--- src/rtl/cart_mapper.sv ---
// Cartridge bank-switching mapper: F8/F6/F4-style hotspot bank register,
// widened ROM address and optional 128-byte SuperChip RAM.
module cart_mapper #(
  parameter int          BANKS      = 4,
  parameter int          BANK_W     = (BANKS > 1) ? $clog2(BANKS) : 1,
  parameter logic [11:0] HOT_BASE   = 12'hFF6,
  parameter bit          SUPERCHIP  = 1'b0,
  parameter int          RESET_BANK = BANKS - 1
) (
  input  logic                clk_i,
  input  logic                rst_i,
  input  logic                cpu_en_i,
  input  logic [12:0]         cpu_addr_i,
  input  logic                cpu_we_i,
  input  logic [7:0]          cpu_dat_i,
  output logic [11+BANK_W:0]  rom_addr_o,
  output logic                sc_sel_o,
  output logic [7:0]          sc_dat_o,
  output logic [BANK_W-1:0]   bank_o,
  input  logic                force_we_i,
  input  logic [BANK_W-1:0]   force_bank_i
);

  localparam logic [12:0]       HOT_END   = {1'b0, HOT_BASE} + 13'(BANKS);
  localparam logic [BANK_W-1:0] RESET_VAL = (BANKS == 1) ? '0 : BANK_W'(RESET_BANK);

  logic              rom_cs_s;
  logic [11:0]       off_s;
  logic [11:0]       hot_idx_s;
  logic              hit_s;
  logic              unused_idx_s;
  logic [BANK_W-1:0] bank_q, bank_d;

  assign rom_cs_s     = cpu_addr_i[12];
  assign off_s        = cpu_addr_i[11:0];
  assign hot_idx_s    = off_s - HOT_BASE;
  assign unused_idx_s = ^hot_idx_s;

  // Hotspot decode; a single-bank cartridge has no switching at all.
  always_comb begin
    hit_s = 1'b0;
    if (BANKS > 1) begin
      hit_s = cpu_en_i & rom_cs_s & (off_s >= HOT_BASE) & ({1'b0, off_s} < HOT_END);
    end else begin
      hit_s = 1'b0;
    end
  end

  // Bank next-state: loader override beats a hotspot hit.
  always_comb begin
    bank_d = bank_q;
    if (BANKS == 1) begin
      bank_d = '0;
    end else if (force_we_i) begin
      bank_d = force_bank_i;
    end else if (hit_s) begin
      bank_d = hot_idx_s[BANK_W-1:0];
    end else begin
      bank_d = bank_q;
    end
  end

  // Bank register, the only state cleared by reset.
  always_ff @(posedge clk_i) begin
    if (rst_i) begin
      bank_q <= RESET_VAL;
    end else begin
      bank_q <= bank_d;
    end
  end

  assign rom_addr_o = {bank_q, off_s};
  assign bank_o     = bank_q;

  if (SUPERCHIP) begin : g_sc
    logic [7:0] mem_q [128];
    logic [7:0] rd_q;
    logic       wr_s;

    assign wr_s     = cpu_en_i & rom_cs_s & cpu_we_i & (off_s[11:7] == 5'd0);
    assign sc_sel_o = rom_cs_s & ~cpu_we_i & (off_s[11:7] == 5'd1);
    assign sc_dat_o = rd_q;

    // RAM write port at offsets 000-07F.
    always_ff @(posedge clk_i) begin
      if (wr_s) begin
        mem_q[off_s[6:0]] <= cpu_dat_i;
      end
    end

    // Read data lags the address by one clock; the CPU samples much later.
    always_ff @(posedge clk_i) begin
      rd_q <= mem_q[off_s[6:0]];
    end
  end else begin : g_no_sc
    logic unused_sc_s;
    assign unused_sc_s = ^{cpu_dat_i, cpu_we_i};
    assign sc_sel_o    = 1'b0;
    assign sc_dat_o    = 8'h00;
  end

endmodule

--- config.mk ---
export PLATFORM = sky130hd
export DESIGN_NAME = cart_mapper
export DESIGN_NICKNAME = d
export VERILOG_FILES = /design/src/rtl/cart_mapper.sv
export SDC_FILE = /design/constraint.sdc
export NUM_CORES = 1
export LEC_CHECK = 0
export ABC_AREA = 1
export CORE_AREA = 2 2 43 45
export DETAILED_ROUTE_END_ITERATION = 8
export DIE_AREA = 0 0 45 47
export PLACE_DENSITY = 0.84
export SLEW_MARGIN = 20
export SYNTH_ARGS = -nofsm -noshare
export SYNTH_HDL_FRONTEND = slang
export SYNTH_SLANG_ARGS = --single-unit
--- constraint.sdc ---
create_clock -name clk_i -period 0.93 [get_ports clk_i]
set_input_delay 0.186 -clock clk_i [delete_from_list [all_inputs] [get_ports clk_i]]
set_output_delay 0.186 -clock clk_i [all_outputs]
set_load 0.02 [all_outputs]
==> impl_metrics.toml <==
[clock_network]
post_cts_buffers = 0
cts_tree = "done"
clkSlewWorstSetupHoldPaths_ns = 0.03
cts.sinks = 2
numCtsBuffers = 3
clk_path_buf_depth = 2
clock_tree.root_cell = "clkbuf_4"
holdBufCountCts = 0
clock_latency_ns = 0.23
cts_max_level = 1

[status]
outcome = "complete, no violations"

[place]
place_ws_ns = -0.552
dp.final_hpwl_um = 731
dp_cells = 93
io_buffer_count = 34
gp_congestion = 0.620

[yosys]
synthCells = 55
ys_types = 13
ys_seq_area_share_pct = 11.4
syn_area_per_cell_um2 = 6.37
synth_seq_cells = 2
netlist_area_um2 = 350
yosysWarnings = 0

[global_route]
gr-usage-all-layers_pct = 8.82
overflow = 0
grt_max_degree = 5
grt_first_pass_wirelength_um = 1330
grt_pass1_vias = 342
antenna_found_initial = 0

[setup_path]
crit_family = "flip-flops"
end_kind = "primary output"
rr_worst_depth = 2
reg2reg_from = "bank_o[1]$_SDFFE_PP1P_"
arrival_ns = 0.70
cp.depth = 1
crit_chain = "buf_4"
rrSetupSlack_ns = 0.36
worstSetupStartpoint = "bank_o[1]$_SDFFE_PP1P_"
cpPeakStageDelay_ns = 0.33
worstPathRequired_ns = 0.74
path_buf_inv = 1
crit_fanout = 3
path_class = "reg -> out"
crit_slowest_cell = "dfxtp_2"
rr_endpoint = "bank_o[1]$_SDFFE_PP1P_"
critPathCapture = "bank_o[1]"
start_kind = "register"

[sta]
period_minus_slack_ns = 0.886
finalSetupViolations = 0
fin_crit_sh_pct = 95.2
fin_ws_ns = 0.0444
rsz0062_at_grt = "no"
report.final.hold_viol_count = 0
timing.fmax_mhz = 1130
skew_ns = 0
slew_viol_final = 0

[finish]
instances_no_fill = 96
syn_to_final_growth_pct = 55.0
nNetsFinal = 109
largest_reg_flops = 2
drive_gt1_share_pct = 39.2
diodes = 0
fin_util_pct = 32.9

[detailed_routing]
remaining_drc_errors = 0
ant_nets = 0
drtIter0Drc = 4
wl_per_cell_um = 8.80
num_vias = 366
wl_um = 845
via_per_inst = 3.81
dr.pass1.iters = 3

[worst_hold_path]
min_path_type = "in -> reg"

[power_and_ir_drop]
irDropWorstVdd_mv = 0.220
p_per_area_nw_per_um2 = 995
leakagePower_uw = 0.000323
power_uw = 541

[die]
pin_count = 53
die_area_um2 = 2120
fp.dieW_um = 45
coreArea_um2 = 1650
start_util_pct = 21.2
rows = 15
dieHeight_um = 47

[run]
max_cap_violations = 0
[worst min-delay path by stage]
stage / from / endpoint / depth (start not counted)
floorplan: rst_i / bank_o[0]$_SDFFE_PP1P_ / 2
global placement: bank_o[0]$_SDFFE_PP1P_ / bank_o[0]$_SDFFE_PP1P_ / 2
detailed placement: bank_o[1]$_SDFFE_PP1P_ / bank_o[1]$_SDFFE_PP1P_ / 2
CTS: bank_o[0]$_SDFFE_PP1P_ / bank_o[0]$_SDFFE_PP1P_ / 2
global route: cpu_addr_i[1] / bank_o[1]$_SDFFE_PP1P_ / 5
finish: cpu_addr_i[1] / bank_o[1]$_SDFFE_PP1P_ / 5
[metrics by stage]
stage	setup TNS (ns)	instance area [µm²]	hold slack (ns)
4_1_cts	-0.000487	542	0.511
5_1_grt	0	543	0.399
3_5_place_dp	-7.99	584	0.513
3_3_place_gp	-7.76	584	0.504
2_1_floorplan	0	380	0.306
6_report	0	543	0.367
[final cells by class]
cell class | count | area, µm²
multi-input cells | 33 | 161
inverters | 5 | 18.8
well taps | 17 | 21.3
repair buffers | 36 | 277
flip-flops and latches | 2 | 42.5
fillers | 199 | 1110
clock buffers | 3 | 22.5
[repair_timing]
action,CTS,global route
resized for setup,88,5
endpoints found under the setup margin,18,6
pin swaps,6,5
[cells in the final DEF (no fill, tap or decap), types with 2 or more instances in the layout]
| cell | instances |
|---|---|
| clkbuf_4 | 3 |
| inv_1 | 4 |
| nand3_2 | 3 |
| buf_2 | 11 |
| buf_4 | 5 |
| nor2_2 | 2 |
| nand3b_1 | 2 |
| nand3_1 | 2 |
| nand2_1 | 13 |
| clkdlybuf4s50_1 | 3 |
| dfxtp_2 | 2 |
| buf_6 | 2 |
| dlygate4sd2_1 | 13 |
| conb_1 | 9 |
[where the power goes]
group | leakage, µW | internal (µW) | switching, µW
Combinational | 0.000293 | 104 | 140
Clock | 0.0000138 | 143 | 53.3
Sequential | 0.0000162 | 94.8 | 5.96
[cell families (layout without fill, tap and decap cells)]
group | after synthesis | after routing | share of synthesized area, %
other | 1 | 9 | 1.07
AOI/OAI and AO/OA | 1 | 1 | 1.43
DFF | 2 | 2 | 11.4
buffers and inverters | 28 | 44 | 54.6
and+or+nand+nor | 23 | 23 | 31.4
[routing by layer]
layer	up-vias	GRT usage, %	routed length, µm
met5	-	0	0
met4	0	7.06	8
met3	2	1.15	95
met2	27	17.1	482
met1	149	8.22	259
li1	188	-	-
[cell usage after synthesis (all sizes together)]
cell type / instances / area [µm²]
buf: 23 / 173
conb: 1 / 3.75
dfxtp: 2 / 40.0
inv: 5 / 18.8
nand2: 14 / 55.1
nand3: 5 / 30.0
nand3b: 2 / 15.0
nor2: 2 / 10.0
o21ai: 1 / 5.00
Note: power is estimated with default switching activity, not from simulation.
